File: src/rtl/io_port_bank.sv
// io_port_bank: bidirectional pad-bank controller for the risc8 GPIO port.
// Per-bit turnaround FSM inserts TURN tristate cycles before any bit drives,
// and pad inputs pass through a SYNC-stage synchroniser before the core sees them.
// Optional feature macro: IO_PORT_EDGE_IRQ_EN (per-bit rising-edge interrupt status).
module io_port_bank #(
  parameter int unsigned WIDTH = 8,
  parameter int unsigned TURN  = 2,
  parameter int unsigned SYNC  = 2
) (
  input  logic             clk,
  input  logic             rst,
  input  logic             wr_en,
  input  logic [1:0]       wr_sel,
  input  logic [WIDTH-1:0] wr_data,
  input  logic [1:0]       rd_sel,
  output logic [WIDTH-1:0] rd_data,
  input  logic [WIDTH-1:0] pad_c,
  output logic [WIDTH-1:0] pad_i,
  output logic [WIDTH-1:0] pad_oen,
  output logic [WIDTH-1:0] pad_ie,
  output logic             irq,
  input  logic [WIDTH-1:0] irq_ack
);

  localparam int unsigned CNT_W = 4;
  localparam logic [CNT_W-1:0] CNT_LOAD = CNT_W'(TURN - 1);

  typedef enum logic [1:0] {
    ST_IN     = 2'd0,
    ST_TO_OUT = 2'd1,
    ST_OUT    = 2'd2,
    ST_TO_IN  = 2'd3
  } state_t;

  logic [WIDTH-1:0] out_reg;
  logic [WIDTH-1:0] dir_reg;
  state_t           state_q [WIDTH];
  state_t           state_d [WIDTH];
  logic [CNT_W-1:0] cnt_q   [WIDTH];
  logic [CNT_W-1:0] cnt_d   [WIDTH];
  logic [WIDTH-1:0] oen_d;
  logic [WIDTH-1:0] ie_d;
  logic [WIDTH-1:0] in_mask;
  logic [WIDTH-1:0] busy_mask;
  logic [WIDTH-1:0] sync_q  [SYNC];
  logic [WIDTH-1:0] sync_last;

  // Core-visible registers: plain, set and clear writes
  always_ff @(posedge clk or posedge rst) begin
    if (rst) begin
      out_reg <= '0;
      dir_reg <= '0;
    end else if (wr_en) begin
      case (wr_sel)
        2'd0:    out_reg <= wr_data;
        2'd1:    dir_reg <= wr_data;
        2'd2:    out_reg <= out_reg | wr_data;
        default: out_reg <= out_reg & ~wr_data;
      endcase
    end
  end

  assign pad_i = out_reg;

  // Turnaround FSM state/counter and registered pad controls
  always_ff @(posedge clk or posedge rst) begin
    if (rst) begin
      for (int i = 0; i < WIDTH; i++) begin
        state_q[i] <= ST_IN;
        cnt_q[i]   <= '0;
      end
      pad_oen <= '1;
      pad_ie  <= '1;
    end else begin
      for (int i = 0; i < WIDTH; i++) begin
        state_q[i] <= state_d[i];
        cnt_q[i]   <= cnt_d[i];
      end
      pad_oen <= oen_d;
      pad_ie  <= ie_d;
    end
  end

  // Next-state: acts on the registered direction, never on wr_data
  always_comb begin
    for (int i = 0; i < WIDTH; i++) begin
      state_d[i] = state_q[i];
      cnt_d[i]   = cnt_q[i];
      case (state_q[i])
        ST_IN: begin
          if (dir_reg[i]) begin
            state_d[i] = ST_TO_OUT;
            cnt_d[i]   = CNT_LOAD;
          end
        end
        ST_TO_OUT: begin
          if (!dir_reg[i]) begin
            state_d[i] = ST_IN;
          end else if (cnt_q[i] == '0) begin
            state_d[i] = ST_OUT;
          end else begin
            cnt_d[i] = cnt_q[i] - CNT_W'(1);
          end
        end
        ST_OUT: begin
          if (!dir_reg[i]) begin
            state_d[i] = ST_TO_IN;
            cnt_d[i]   = CNT_LOAD;
          end
        end
        default: begin
          if (dir_reg[i]) begin
            state_d[i] = ST_TO_OUT;
            cnt_d[i]   = CNT_LOAD;
          end else if (cnt_q[i] == '0) begin
            state_d[i] = ST_IN;
          end else begin
            cnt_d[i] = cnt_q[i] - CNT_W'(1);
          end
        end
      endcase
    end
  end

  // Output decode: pad controls follow the next state so they register in step with it
  always_comb begin
    oen_d     = '1;
    ie_d      = '0;
    in_mask   = '0;
    busy_mask = '0;
    for (int i = 0; i < WIDTH; i++) begin
      oen_d[i]     = (state_d[i] != ST_OUT);
      ie_d[i]      = (state_d[i] == ST_IN);
      in_mask[i]   = (state_q[i] == ST_IN);
      busy_mask[i] = (state_q[i] == ST_TO_OUT) || (state_q[i] == ST_TO_IN);
    end
  end

  // Input synchroniser on gated pad receiver data
  always_ff @(posedge clk or posedge rst) begin
    if (rst) begin
      for (int s = 0; s < SYNC; s++) begin
        sync_q[s] <= '0;
      end
    end else begin
      sync_q[0] <= pad_c & pad_ie;
      for (int s = 1; s < SYNC; s++) begin
        sync_q[s] <= sync_q[s-1];
      end
    end
  end

  assign sync_last = sync_q[SYNC-1];

  // Zero-latency read mux; pin view shows out_reg for bits not in IN
  always_comb begin
    rd_data = '0;
    case (rd_sel)
      2'd0:    rd_data = (sync_last & in_mask) | (out_reg & ~in_mask);
      2'd1:    rd_data = out_reg;
      2'd2:    rd_data = dir_reg;
      default: rd_data = busy_mask;
    endcase
  end

`ifdef IO_PORT_EDGE_IRQ_EN
  logic [WIDTH-1:0] hist_q;
  logic [WIDTH-1:0] status_q;
  logic [WIDTH-1:0] status_d;

  // Status update: a new rising edge outranks a coincident acknowledge
  always_comb begin
    status_d = (status_q & ~irq_ack) | (in_mask & sync_last & ~hist_q);
  end

  // Edge history, status bits and registered interrupt line
  always_ff @(posedge clk or posedge rst) begin
    if (rst) begin
      hist_q   <= '0;
      status_q <= '0;
      irq      <= 1'b0;
    end else begin
      hist_q   <= sync_last;
      status_q <= status_d;
      irq      <= |status_d;
    end
  end
`else
  logic unused_irq_ack;
  assign unused_irq_ack = ^irq_ack;
  assign irq            = 1'b0;
`endif

endmodule
File: config.mk
export PLATFORM = sky130hd
export DESIGN_NAME = io_port_bank
export DESIGN_NICKNAME = d
export VERILOG_FILES = /design/src/rtl/io_port_bank.sv
export SDC_FILE = /design/constraint.sdc
export NUM_CORES = 1
export LEC_CHECK = 0
export CORE_MARGIN = 2
export CORE_UTILIZATION = 43
export CTS_BUF_LIST = sky130_fd_sc_hd__clkbuf_4
export CTS_CLUSTER_SIZE = 30
export DETAILED_ROUTE_END_ITERATION = 7
export PLACE_DENSITY = 0.66
export SLEW_MARGIN = 20
export SYNTH_ARGS = -nofsm -noshare
export SYNTH_HDL_FRONTEND = slang
export SYNTH_SLANG_ARGS = --single-unit
File: constraint.sdc
create_clock -name clk -period 8.6 [get_ports clk]
set_input_delay 1.29 -clock clk [delete_from_list [all_inputs] [get_ports clk]]
set_output_delay 1.29 -clock clk [all_outputs]
set_load 0.005 [all_outputs]
======== After elaboration in Yosys (flattened, before gate mapping) ========
Cells that the tools add are included.
word-level totals
  logic and storage cells ................. 249
  input bits .............................. 31
  bits in read-only memories .............. 0
  register bits after elaboration ......... 96
  memories kept ........................... 0
  latch bits .............................. 0
  output and inout bits ................... 33
  memory bits (writable) .................. 0
cells by class
  multiplexer cells ....................... 106
  magnitude comparators ................... 0
  equality and inequality tests ........... 60
  $mul .................................... 0
  divide/modulo/power cells ............... 0
  add/sub/neg operators ................... 8
  bitwise operators ....................... 9
  shift-type cells ........................ 0
  reduce and logical (&&, ||, !) cells .... 44
operators by type and width
  kind                                              number
  two-way mux 4 bit                                 40
  two-way mux 2 bit                                 48
  case mux 4 bit (3 select lines)                   8
  inequality test 2 bit, second input constant      32
  case mux 2 bit (3 select lines)                   8
  case mux 8 bit (3 select lines)                   2
  == test 2 bit, second input constant              18
  zero test 2 bit                                   18
  AND 8 bit                                         4
  zero test 4 bit                                   8
  subtractor 4 x 1 -> 4 bit, second input constant  8
  AND reduction 3 bit                               8
  == test 2 x 1 -> 1 bit, second input constant     10
  inverter 8 bit                                    2
  bitwise OR 8 bit                                  2
  logical OR 1 bit                                  8
  AND reduction 2 bit                               2
  inverter 1 bit                                    1

======== Depth between registers and ports, before layout ========
  depth in word-level cells ............... 5
  mapped depth ............................ 6
  mapped depth without buffers ............ 6

======== Least setup slack after synthesis ========
Ideal clock, no wire load.
  kind .................................... input-to-output
  start ................................... input rd_sel[0]
  end ..................................... output rd_data[4]
  path buffers ............................ 2
  stages on the path ...................... 6
  slack ................................... 5.053 ns
  data arrival time ....................... 2.257 ns
  data required time ...................... 7.310 ns
  cells stage by stage .................... clkbuf_1 > buf_2 > nor3_1 > mux2_2 > nor2_1 > a21oi_1
between the ends
  cells in the longest elaborated chain, start to end .. 2
  elaborated cells on any way between the ends .. 4
  those cells by class .................... 2 x eq/ne; 1 x mux; 1 x reduce/logical
ends and longest elaborated chain
  what                                   line  RTL
  from (decl)                            15    input logic [1:0] rd_sel,
  == test 2 bit (tied with other cells)  158   case (rd_sel)
  case mux 8 bit (3 select lines) (*)    158
  to (decl)                              16    output logic [WIDTH-1:0] rd_data,
Mark *: on every way between the ends. The rest lies on a longest branch, timed or not.

======== Worst setup path after layout ========
  start ................................... input rd_sel[0]
  end ..................................... output rd_data[5]
The elaborated chain is that of the path after synthesis.

==> flow_summary.html <==
<table>
<tr><th>Metric</th><th>Value</th></tr>
<tr><th colspan="2">Yosys</th></tr>
<tr><td>Count of distinct cell types in the synthesized netlist</td><td>52</td></tr>
<tr><td>Ys Warns</td><td>0</td></tr>
<tr><td>Share of flip-flops with an asynchronous set or reset</td><td>100%</td></tr>
<tr><td>Cell count after synthesis</td><td>515</td></tr>
<tr><td>Cell area after technology mapping</td><td>4970 um2</td></tr>
<tr><td>Net Count, Synth</td><td>554</td></tr>
<tr><td>Number of enable flip-flop cells after synthesis</td><td>0</td></tr>
<tr><td>Synthesized area per cell</td><td>9.65 um2</td></tr>
<tr><td>Yosys reg bits</td><td>96</td></tr>
<tr><td>Sequential fraction of the synthesis area</td><td>48.7%</td></tr>
<tr><td>Main flop type after synthesis</td><td>sky130_fd_sc_hd__dfrtp_1</td></tr>
<tr><th colspan="2">CTS</th></tr>
<tr><td>Insertion delay to the later sink of the worst-skew pair</td><td>0.45 ns</td></tr>
<tr><td>Post-cts hold buffer count</td><td>0</td></tr>
<tr><td>Clock tree from TritonCTS</td><td>done</td></tr>
<tr><td>Post-CTS setup-driven buffer insertion count</td><td>0</td></tr>
<tr><td>Number of clock sinks</td><td>96</td></tr>
<tr><td>Clock transition at the registers of the reported paths</td><td>0.15 ns</td></tr>
<tr><td>Number of H-tree branching levels</td><td>3</td></tr>
<tr><td>Total of cells resized after clock tree synthesis</td><td>0</td></tr>
<tr><td>Max clock buf depth</td><td>2</td></tr>
<tr><td>Number of clock buffers inserted by TritonCTS</td><td>9</td></tr>
<tr><td>Clock root buffer</td><td>sky130_fd_sc_hd__clkbuf_4</td></tr>
<tr><th colspan="2">Critical path</th></tr>
<tr><td>Critical Path End Type</td><td>primary output</td></tr>
<tr><td>R2r worst-path depth</td><td>6</td></tr>
<tr><td>Start-to-end type of the worst setup path</td><td>in2out</td></tr>
<tr><td>Worst Path Max Fanout</td><td>16</td></tr>
<tr><td>Worst Setup Start Kind</td><td>input pin</td></tr>
<tr><td>Critical register-to-register path endpoint</td><td>cnt_q[13]</td></tr>
<tr><td>Arrival time of data at the critical path endpoint</td><td>3.54 ns</td></tr>
<tr><td>Reg2Reg Launch Point</td><td>cnt_q[12]</td></tr>
<tr><td>Crit path required time</td><td>7.31 ns</td></tr>
<tr><td>Setup slack of the most critical reg-to-reg path</td><td>6.69 ns</td></tr>
<tr><th colspan="2">Timing</th></tr>
<tr><td>Final worst setup slack</td><td>3.77 ns</td></tr>
<tr><td>Actual slew at the worst max-slew pin</td><td>0.910 ns</td></tr>
<tr><td>RSZ-0062 raised after global routing</td><td>no</td></tr>
<tr><td>Endpoints failing hold</td><td>0</td></tr>
<tr><td>Slew Viols, Final</td><td>0</td></tr>
<tr><td>Final setup violation count</td><td>0</td></tr>
<tr><td>Final worst hold slack</td><td>0.353 ns</td></tr>
<tr><td>Final worst path period need</td><td>4.83 ns</td></tr>
<tr><td>Max frequency</td><td>0.207 GHz</td></tr>
<tr><td>Skew final</td><td>0.0223 ns</td></tr>
<tr><td>Post-route fraction of the period consumed by the critical path</td><td>56.2%</td></tr>
<tr><td>TNS Setup</td><td>0 ns</td></tr>
<tr><td>Relative slew margins</td><td>39.1%</td></tr>
<tr><th colspan="2">Floorplan</th></tr>
<tr><td>Starting utilization of the core area</td><td>43.7%</td></tr>
<tr><td>Ports placed on the boundary</td><td>64</td></tr>
<tr><td>Core Box Area</td><td>11400 um2</td></tr>
<tr><td>Area of the die</td><td>12400 um2</td></tr>
<tr><td>Cell row count</td><td>39</td></tr>
<tr><td>Die width</td><td>112 um</td></tr>
<tr><td>Height of the chip</td><td>112 um</td></tr>
<tr><th colspan="2">Drt</th></tr>
<tr><td>Post-route ant nets</td><td>0</td></tr>
<tr><td>Count of routing violations after the opening detailed-route iteration</td><td>237</td></tr>
<tr><td>Post-detailed-route via-to-cell ratio</td><td>5.61</td></tr>
<tr><td>Routed length per instance</td><td>14.8 um</td></tr>
<tr><td>Post-route DRC</td><td>0</td></tr>
<tr><td>Total wirelength of the detailed-routed design</td><td>10400 um</td></tr>
<tr><td>DR vias</td><td>3940</td></tr>
<tr><td>First drt pass iteration count</td><td>5</td></tr>
<tr><th colspan="2">Power</th></tr>
<tr><td>Proportion of total power due to net switching</td><td>38.5%</td></tr>
<tr><td>Total power divided by cell area</td><td>293 nW/um2</td></tr>
<tr><td>Logic pwr share</td><td>39.0%</td></tr>
<tr><td>Internal Dissipation</td><td>1030 uW</td></tr>
<tr><td>Switching power total</td><td>647 uW</td></tr>
<tr><td>Share of power burned in registers</td><td>46.9%</td></tr>
<tr><td>Static leakage</td><td>0.00242 uW</td></tr>
<tr><td>Worst vdd ir</td><td>0.000129 V</td></tr>
<tr><td>Clk network pwr share</td><td>14.1%</td></tr>
<tr><th colspan="2">GRT</th></tr>
<tr><td>Congestion Overflow GR</td><td>0</td></tr>
<tr><td>Most Used Layer, Global Route</td><td>met2</td></tr>
<tr><td>Vias in the first global route</td><td>3560</td></tr>
<tr><td>Largest net degree at the start of global routing</td><td>86</td></tr>
<tr><td>Routing usage on met3</td><td>4.46%</td></tr>
<tr><td>Met1 usage</td><td>23.4%</td></tr>
<tr><td>First-pass GRT wire length</td><td>17300 um</td></tr>
<tr><td>Global-route usage over all layers</td><td>17.1%</td></tr>
<tr><td>Fraction of met2 tracks used by global routing</td><td>26.2%</td></tr>
<tr><td>Number of antenna violations at the first check in global routing</td><td>0</td></tr>
<tr><th colspan="2">Layout</th></tr>
<tr><td>Number of nets in the layout</td><td>593</td></tr>
<tr><td>Area growth from synthesis to layout</td><td>15.2%</td></tr>
<tr><td>Register with the highest flop count</td><td>cnt_q</td></tr>
<tr><td># diodes</td><td>0</td></tr>
<tr><td>Largest registers in the final layout</td><td>cnt_q: 32 flops, state_q: 16 flops</td></tr>
<tr><td>Proportion of layout cells with a drive suffix above 1</td><td>10.6%</td></tr>
<tr><td>Final cell area excluding filler cells</td><td>5730 um2</td></tr>
<tr><td>Number of flip-flops in the largest register</td><td>32</td></tr>
<tr><th colspan="2">Placed design</th></tr>
<tr><td>Post-place setup slack</td><td>3.73 ns</td></tr>
<tr><td>Area of placed instances</td><td>5590 um2</td></tr>
<tr><td>HPWL after detailed placement</td><td>7240 um</td></tr>
<tr><td>Number of input and output port buffers inserted</td><td>54</td></tr>
<tr><td>Placer's final routability congestion estimate</td><td>0.867</td></tr>
<tr><th colspan="2">Flow run</th></tr>
<tr><td>Max-cap check violation count</td><td>0</td></tr>
<tr><th colspan="2">Status</th></tr>
<tr><td>Status</td><td>completed</td></tr>
<tr><th colspan="2">Min path</th></tr>
<tr><td>Origin of the worst min-delay path</td><td>sync_q[11]</td></tr>
<tr><td>Worst Hold Path EP</td><td>sync_last[3]</td></tr>
<tr><td>Cell depth of the worst min-delay path</td><td>0</td></tr>
<tr><td>Hold/Removal Path Class</td><td>reg2reg</td></tr>
</table>
==> layout make-up <==
type | count | area [um2]
sequential | 96 | 2420
clock buffer | 10 | 75.1
inverter | 26 | 98.8
clock inverter | 6 | 60.1
multi-input combinational | 366 | 2340
tap | 143 | 179
fill | 1040 | 5640
timing repair buffer | 55 | 552
==> how the worst max path moves through the flow <==
stage	start	endpoint	slack (ns)
finish	rd_sel[0]	rd_data[5]	3.77
global route	rd_sel[0]	rd_data[7]	3.56
CTS	rd_sel[0]	rd_data[5]	3.72
detailed placement	rd_sel[0]	rd_data[5]	3.73
global placement	rd_sel[0]	rd_data[5]	3.74
floorplan	rst	cnt_q[0]	4.83
==> kinds of logic (layout without fill, tap and decap cells) <==
group | count (synthesis) | count (layout) | synth area share, %
xor gates and xnor gates | 7 | 7 | 1.23
muxes | 27 | 27 | 5.89
DFF | 96 | 96 | 48.7
other | 1 | 1 | 0.0754
AOI/OAI and AO/OA | 148 | 148 | 18.9
adders and majority gates | 8 | 8 | 2.01
buffers and inverters | 53 | 97 | 4.20
and+or+nand+nor | 175 | 175 | 18.9
==> cells in the mapped netlist (all sizes together), types with 2 or more instances <==
| cell type | n | area share, % |
|---|---|---|
| buf | 9 | 0.88 |
| inv | 25 | 1.9 |
| o41ai | 4 | 0.70 |
| a21o | 5 | 0.75 |
| a31oi | 7 | 0.88 |
| o311a | 3 | 0.60 |
| nor2b | 8 | 1.0 |
| nand3 | 13 | 1.3 |
| nor2 | 29 | 2.2 |
| nor4 | 6 | 0.75 |
| a22o | 18 | 3.2 |
| and3 | 4 | 0.50 |
| or3b | 3 | 0.53 |
| and2 | 8 | 1.0 |
| xnor2 | 5 | 0.88 |
| ha | 8 | 2.0 |
| or3 | 10 | 1.4 |
| xor2 | 2 | 0.35 |
| mux2 | 18 | 4.1 |
| o21ai | 46 | 4.6 |
| a221o | 2 | 0.43 |
| nor3 | 12 | 1.2 |
| nand2 | 45 | 3.4 |
| clkbuf | 18 | 1.4 |
| nand4b | 2 | 0.35 |
| o22ai | 7 | 0.88 |
| a21oi | 36 | 3.6 |
| o32ai | 4 | 0.70 |
| nor3b | 11 | 1.9 |
| o31ai | 4 | 0.60 |
| o211ai | 2 | 0.30 |
| dfstp | 16 | 8.5 |
| nand2b | 9 | 1.1 |
| mux2i | 9 | 1.8 |
| dfrtp | 80 | 40 |
| o21bai | 5 | 0.75 |
| or4 | 3 | 0.45 |
| nand3b | 10 | 1.5 |
==> routing by layer <==
metal	up-vias	share of wire (%)
met4	0	1.9
met2	72	47
met1	1913	48
met5	-	0
met3	14	3.8
li1	1941	-
==> through the flow <==
step                std cells  total power, uW  utilization, %
floorplan                 515             1240               -
global placement          686             1420            49.2
detailed placement        686             1450            49.2
CTS                       702             1690            50.3
global route              702             1820            50.4
finish                    702             1680            50.4
==> power groups by stage <==
| stage | clock network, uW | logic (uW) | registers [uW] |
|---|---|---|---|
| global placement | 0 | 629 | 786 |
| global route | 267 | 736 | 817 |
| finish | 237 | 655 | 788 |
| CTS | 247 | 657 | 787 |
| detailed placement | 0 | 654 | 793 |
| floorplan | 0 | 534 | 702 |
==> placed cells by master (no fill, tap or decap), types with 9 or more instances in the layout <==
master / n
sky130_fd_sc_hd__a21oi_1: 36
sky130_fd_sc_hd__a22o_1: 18
sky130_fd_sc_hd__clkbuf_4: 10
sky130_fd_sc_hd__clkdlybuf4s50_1: 54
sky130_fd_sc_hd__dfrtp_1: 80
sky130_fd_sc_hd__dfstp_2: 16
sky130_fd_sc_hd__inv_1: 24
sky130_fd_sc_hd__mux2_2: 18
sky130_fd_sc_hd__mux2i_1: 9
sky130_fd_sc_hd__nand2_1: 45
sky130_fd_sc_hd__nand2b_1: 9
sky130_fd_sc_hd__nand3_1: 13
sky130_fd_sc_hd__nand3b_1: 10
sky130_fd_sc_hd__nor2_1: 29
sky130_fd_sc_hd__nor3_1: 12
sky130_fd_sc_hd__nor3b_1: 9
sky130_fd_sc_hd__o21ai_0: 46
sky130_fd_sc_hd__or3_1: 9
==> worst max-delay path, stage by stage <==
cell and delay (ns):
sky130_fd_sc_hd__clkdlybuf4s50_1 0.88, sky130_fd_sc_hd__nor3_1 0.37, sky130_fd_sc_hd__mux2_2 0.36, sky130_fd_sc_hd__nor2_1 0.08, sky130_fd_sc_hd__a21oi_1 0.08, sky130_fd_sc_hd__clkdlybuf4s50_1 0.49
Power figures use the tool's default switching activity.
